File: src/rtl/uart_tx_shifter.sv
// rtl/uart_tx_shifter.sv - UART transmit framer/shifter with one-entry holding register
//
// Ports:
//   clk_i      system clock, rising edge
//   reset_n_i  synchronous active-low reset
//   baud_i     one-clock baud tick, one per bit time
//   data_i     character to transmit (DATA_BITS wide)
//   wr_i       write strobe, accepted only while rdy_o=1
//   rdy_o      holding register empty
//   busy_o     frame in progress or holding register full
//   txd_o      registered serial output, idles high
module uart_tx_shifter #(
    parameter int DATA_BITS = 8,
    parameter int PARITY    = 0,
    parameter int STOP_BITS = 1
) (
    input  logic                 clk_i,
    input  logic                 reset_n_i,
    input  logic                 baud_i,
    input  logic [DATA_BITS-1:0] data_i,
    input  logic                 wr_i,
    output logic                 rdy_o,
    output logic                 busy_o,
    output logic                 txd_o
);

    typedef enum logic [2:0] {
        S_IDLE,
        S_START,
        S_DATA,
        S_PARITY,
        S_STOP
    } state_t;

    state_t                 state_q, state_d;
    logic [DATA_BITS-1:0]   hold_q, hold_d;
    logic                   hold_full_q, hold_full_d;
    logic [DATA_BITS-1:0]   shift_q, shift_d;
    logic [3:0]             bit_cnt_q, bit_cnt_d;
    logic                   stop_cnt_q, stop_cnt_d;
    logic                   par_q, par_d;
    logic                   txd_q, txd_d;
    logic                   load;

    always_comb begin
        state_d     = state_q;
        hold_d      = hold_q;
        hold_full_d = hold_full_q;
        shift_d     = shift_q;
        bit_cnt_d   = bit_cnt_q;
        stop_cnt_d  = stop_cnt_q;
        par_d       = par_q;
        txd_d       = txd_q;
        load        = 1'b0;

        if (baud_i) begin
            case (state_q)
                S_IDLE: begin
                    if (hold_full_q) begin
                        load = 1'b1;
                    end
                end
                S_START: begin
                    state_d   = S_DATA;
                    txd_d     = shift_q[0];
                    shift_d   = shift_q >> 1;
                    bit_cnt_d = 4'd0;
                end
                S_DATA: begin
                    // bit_cnt_q is the index of the bit whose period is ending
                    if (bit_cnt_q == 4'(DATA_BITS - 1)) begin
                        if (PARITY != 0) begin
                            state_d = S_PARITY;
                            txd_d   = par_q;
                        end else begin
                            state_d    = S_STOP;
                            txd_d      = 1'b1;
                            stop_cnt_d = 1'b0;
                        end
                    end else begin
                        txd_d     = shift_q[0];
                        shift_d   = shift_q >> 1;
                        bit_cnt_d = bit_cnt_q + 4'd1;
                    end
                end
                S_PARITY: begin
                    state_d    = S_STOP;
                    txd_d      = 1'b1;
                    stop_cnt_d = 1'b0;
                end
                S_STOP: begin
                    if (stop_cnt_q == 1'(STOP_BITS - 1)) begin
                        if (hold_full_q) begin
                            // next character queued: start bit follows immediately
                            load = 1'b1;
                        end else begin
                            state_d = S_IDLE;
                            txd_d   = 1'b1;
                        end
                    end else begin
                        stop_cnt_d = stop_cnt_q + 1'b1;
                    end
                end
                default: begin
                    state_d = S_IDLE;
                    txd_d   = 1'b1;
                end
            endcase
        end

        if (load) begin
            state_d     = S_START;
            txd_d       = 1'b0;
            shift_d     = hold_q;
            par_d       = (PARITY == 1) ? ~^hold_q : ^hold_q;
            hold_full_d = 1'b0;
        end

        // load needs a full holding register and a write needs an empty one,
        // so a write never collides with the transfer
        if (wr_i && !hold_full_q) begin
            hold_d      = data_i;
            hold_full_d = 1'b1;
        end
    end

    always_ff @(posedge clk_i) begin
        if (!reset_n_i) begin
            state_q     <= S_IDLE;
            hold_q      <= '0;
            hold_full_q <= 1'b0;
            shift_q     <= '0;
            bit_cnt_q   <= 4'd0;
            stop_cnt_q  <= 1'b0;
            par_q       <= 1'b0;
            txd_q       <= 1'b1;
        end else begin
            state_q     <= state_d;
            hold_q      <= hold_d;
            hold_full_q <= hold_full_d;
            shift_q     <= shift_d;
            bit_cnt_q   <= bit_cnt_d;
            stop_cnt_q  <= stop_cnt_d;
            par_q       <= par_d;
            txd_q       <= txd_d;
        end
    end

    assign rdy_o  = !hold_full_q;
    assign busy_o = (state_q != S_IDLE) || hold_full_q;
    assign txd_o  = txd_q;

endmodule

File: config.mk
export PLATFORM = sky130hd
export DESIGN_NAME = uart_tx_shifter
export DESIGN_NICKNAME = d
export VERILOG_FILES = /design/src/rtl/uart_tx_shifter.sv
export SDC_FILE = /design/constraint.sdc
export NUM_CORES = 1
export LEC_CHECK = 0
export CORE_ASPECT_RATIO = 0.6
export CORE_MARGIN = 10
export CORE_UTILIZATION = 48
export CTS_CLUSTER_DIAMETER = 40
export DETAILED_ROUTE_END_ITERATION = 12
export GPL_ROUTABILITY_DRIVEN = 1
export HOLD_SLACK_MARGIN = 0.06
export PLACE_DENSITY = 0.8
export SLEW_MARGIN = 20
export SYNTH_ARGS = -nofsm -noshare
export SYNTH_HDL_FRONTEND = slang
export SYNTH_SLANG_ARGS = --single-unit
File: constraint.sdc
create_clock -name clk_i -period 1.5 [get_ports clk_i]
set_input_delay 0.375 -clock clk_i [delete_from_list [all_inputs] [get_ports clk_i]]
set_output_delay 0.375 -clock clk_i [all_outputs]
set_load 0.05 [all_outputs]
=== Yosys cells after proc, flatten, opt, wreduce, memory -nomap -nowiden ===
Cells that the tools add are included.

* Bitwise operators: 2
* Mux-type cells: 27
* Reductions and logical operators: 17
* Add/sub/neg operators: 2
* Equal/unequal tests: 14

{| class="wikitable"
|+ Operators with widths
! cell !! count
|-
| $mux 8 || 3
|-
| $pmux 8 s2 || 1
|-
| $pmux 3 s5 || 1
|-
| $mux 1 || 14
|-
| $ne 3x3->1 const B || 4
|-
| $ne 2x2->1 const B || 5
|-
| $reduce_and 5->1 || 2
|-
| $mux 3 || 3
|-
| $reduce_and 3->1 || 3
|-
| $reduce_bool 3->1 || 3
|-
| $pmux 4 s2 || 1
|-
| $eq 3x2->1 const B || 2
|-
| $reduce_bool 2->1 || 3
|-
| $add 4x1->4 const B || 1
|-
| $eq 4x3->1 const B || 1
|-
| $mux 4 || 1
|-
| $pmux 1 s4 || 1
|-
| $reduce_and 4->1 || 1
|-
| $eq 3x1->1 const B || 1
|-
| $eq 3x3->1 const B || 1
|-
| $logic_not 3->1 || 1
|-
| $pmux 1 s3 || 1
|-
| $not 1->1 || 2
|-
| $pmux 1 s2 || 1
|-
| 5 further kinds || 5
|}

* Input bits: 12
* Output and inout bits: 3
* Register bits after elaboration: 26

=== Depth between registers and ports, before layout ===
* Word-level depth: 6
* Mapped depth: 7

=== Least setup slack after synthesis ===
OpenSTA, ideal clock, no wires.

* Path type: reg-to-output
* From: register state_q[2]
* To: output port busy_o
* Buffers on the path: 0
* Stages on the path, launching flop included: 2
* Slack: -15 ps
* Data arrival time: 1140 ps
* Cell sequence: dfxtp_1 -> or4_1

* Word-level cells in the longest chain between the ends: 2

{| class="wikitable"
|+ RTL lines
! item !! RTL line !! RTL
|-
| start, declared || 35 || <nowiki>state_t state_q, state_d;</nowiki>
|-
| start signal, assigned || 138 || <nowiki>state_q <= state_d;</nowiki>
|-
| $reduce_bool 3->1 || 150 || <nowiki>assign busy_o = (state_q != S_IDLE) || hold_full_q;</nowiki>
|-
| $logic_or 1x1->1 || 150 ||
|-
| end, declared || 23 || <nowiki>output logic busy_o,</nowiki>
|}

Every way passes these cells.

=== Worst setup path after layout ===
* From: register hold_full_q
* To: output port busy_o

* Word-level cells in the longest chain between the ends: 1

{| class="wikitable"
|+ RTL lines
! item !! RTL line !! RTL
|-
| start, declared || 37 || <nowiki>logic hold_full_q, hold_full_d;</nowiki>
|-
| start signal, assigned || 140 || <nowiki>hold_full_q <= hold_full_d;</nowiki>
|-
| $logic_or 1x1->1 || 150 ||
|}

Every way passes these cells.

==> results by group <==
Route
  – Avg WL per Cell: between 15 and 20 µm
  – Final routed DRC violation total: 0
  – Starting DRT DRC Count: ~110
  – DRT antenna net count: 0
  – Final WL: ~3.5 mm
  – Via/cell ratio: around 5.8
  – Drt pass-1 iters: 4
  – Vias: between 1000 and 1500

Cells and area
  – Share of cells above drive strength 1: 0.275
  – Syn-to-layout area delta: 40.0%
  – Final nets: 174
  – Final non-filler cell total: between 150 and 200
  – N_diodes: 0

Floorplan
  – Die footprint: about 4900 µm²
  – Core Box Area: 2260 µm²
  – # IOs: 15
  – Initial Util: 0.525
  – Die Wd: roughly 84 µm
  – # rows: 13
  – Die Ht: around 60 µm

Logic synthesis
  – Number of distinct library cells after synthesis: 35
  – Async SR Flop Fraction: 0
  – Post-Synthesis Cells: 131
  – Count leader, synth: dfxtp_1
  – Number of synthesized register bits: 25
  – Seq/Total Area, Yosys: 0.421
  – EDFF count, synth: 0
  – Ys Warns: 0
  – Synth Cell Area: about 1200 µm²
  – Post-Synthesis Net Count: around 140
  – Most area-hungry cell type in the Yosys netlist: dfxtp_1
  – Average size of a mapped cell: ~9.1 µm²
  – Top cell type's share of synthesized area: 0.421
  – List of most frequent post-synthesis cells: dfxtp_1 (25), nand2_1 (20), a21boi_0 (9)
  – Most used DFF post-synth: dfxtp_1
  – Top cells by area, synth: dfxtp_1 (42%), nand2_1 (6.3%), o311a_1 (5.9%)

Pwr
  – Pwr dens: ~900 nW/µm²
  – Static leakage: around 0.00064 µW
  – VDD IR-drop max: 0.654 mV
  – Power Total: ~1500 µW

Place
  – Inst Count DP: approximately 180
  – Port Buf Inserts: 14
  – Dpl hpwl: roughly 2.2 mm
  – Setup WS pre-CTS: -0.340 ns
  – Placer Congestion: 0.850

STA
  – Fin Setup TNS: -0.181 ns
  – Setup Skew: slightly above 0.006 ns
  – Final setup fails: 2
  – Min Clock Period, post-route: ~1.7 ns
  – Final Max Tran Viols: 0
  – RSZ-0062 raised after global routing: true
  – Final worst path period share: 1.12
  – Maximum clock rate: 596 MHz
  – Worst-Margin Slew: around 0.31 ns
  – Hold Fails Final Rpt: 0
  – Worst rel slew slack: 0.791
  – Final WS setup: -0.179 ns

Clocking
  – Clock buffer count from CTS: 3
  – TritonCTS clock tree: built
  – Sink Count: 25
  – Root Buffer: clkbuf_8
  – Clock slew at reported path FFs: about 0.09 ns
  – Max Root-Sink Buffers: 2
  – # hold bufs at CTS: 0
  – CTS H-tree lvls: 1
  – Worst skew pair latency: about 0.27 ns

Global routing
  – Total track usage: 0.124
  – Initial antenna violation count: 0
  – First-pass GRT wire length: around 5 mm
  – Vias in the first global route: 990
  – Largest net degree at the start of global routing: 18
  – Gr ovfl total: 0

Run status
  – Failing checks: negative setup slack
  – Status: finished, violations left

Critical path
  – Worst stage delay on the critical path: approximately 0.52 ns
  – Largest delay share family, worst path: simple AND/OR/NAND/NOR gates
  – CP startpoint kind: register
  – Cell Chain, Critical Path: or4_4, buf_8
  – Crit Path Class: reg -> out
  – Crit path DAT: 1.30 ns
  – CP Capture Type: output pin
  – CP required: 1.12 ns
  – Slowest cell on the critical path: or4_4
  – CP max FO: 2
  – WP buf/inv: 1

Flow run
  – Max-cap violations: 0

Min path
  – HP Class: reg -> reg
[layer usage]
metal  up-vias  wire length (µm)  track usage
met3         8               353       0.0481
li1        529                 -            -
met1       506              1500        0.157
met5         -                 0            0
met4         0                51       0.0261
met2        68              1600        0.193
[worst reg2reg max path: cells and delay by family, from the launching register on]
| family | cells | cell delay (ns) |
|---|---|---|
| and+or+nand+nor | 2 | 0.62 |
| AOI/OAI and AO/OA | 2 | 0.29 |
| DFF | 1 | 0.37 |
| adders and majority gates | 1 | 0.16 |
[layout by cell type, fill, tap and decap left out, types with 3 or more instances in the layout]
master / Yosys / layout
a21boi_0: 9 / 9
a21oi_1: 5 / 3
buf_12: 0 / 4
buf_4: 1 / 12
buf_6: 3 / 3
clkbuf_8: 0 / 3
clkdlybuf4s50_1: 0 / 10
dfxtp_1: 25 / 20
dfxtp_4: 0 / 4
inv_1: 4 / 3
mux2i_1: 6 / 6
nand2_1: 20 / 20
nor2_1: 3 / 3
nor2b_1: 5 / 4
nor2b_4: 1 / 3
o21ai_0: 7 / 7
o21ai_1: 6 / 6
o311a_1: 7 / 7
or3_1: 3 / 3
[repair_timing]
action,CTS,global route
setup endpoints to repair,8,17
gates resized for setup,15,15
buffers inserted,4,3
pin swaps,5,12
gates cloned,1,1
[state kept, by name, indices dropped and copies added, names as in the netlist]
| name | cells |
|---|---|
| bit_cnt_q | 4 |
| hold_full_q | 1 |
| hold_q | 8 |
| state_q | 3 |
| txd_o | 1 |
| shift_q | 8 |
[power by group]
group | internal [µW] | switching [µW]
clock | 190 | 205
combinational | 201 | 182
sequential | 706 | 38.6
[metrics by stage]
step | instance area [µm²] | utilization | hold slack (ns)
floorplan | 1190 | - | 0.443
global placement | 1430 | 0.632 | 0.462
detailed placement | 1430 | 0.632 | 0.475
CTS | 1550 | 0.687 | 0.485
global route | 1660 | 0.735 | 0.528
finish | 1660 | 0.735 | 0.494
[final timing paths]
kind | startpoint | to | slack [ns] | cells past startpoint
setup / recovery | hold_full_q | busy_o | -0.18 | 2
hold / removal | hold_q[4] | hold_q[4] | 0.49 | 2
setup reg to reg | bit_cnt_q[0] | bit_cnt_q[3] | 0 | 5
hold reg to reg | hold_q[4] | hold_q[4] | 0.49 | 2
[cell type report]
class | count | area, µm²
repair buffers | 32 | 353
well taps | 30 | 37.5
flip-flops and latches | 25 | 517
fillers | 144 | 598
clock buffers | 4 | 45.0
inverters | 4 | 17.5
multi-input cells | 95 | 693
[kinds of logic after synthesis]
family | after synthesis | synth area share
adder cells (fa/ha/maj) | 1 | 0.0105
AO/OA/AOI/OAI | 43 | 0.253
buffers and inverters | 12 | 0.0611
multiplexers | 6 | 0.0506
AND/OR/NAND/NOR | 44 | 0.203
flip-flops | 25 | 0.421
Note: power is estimated with default switching activity, not from simulation.
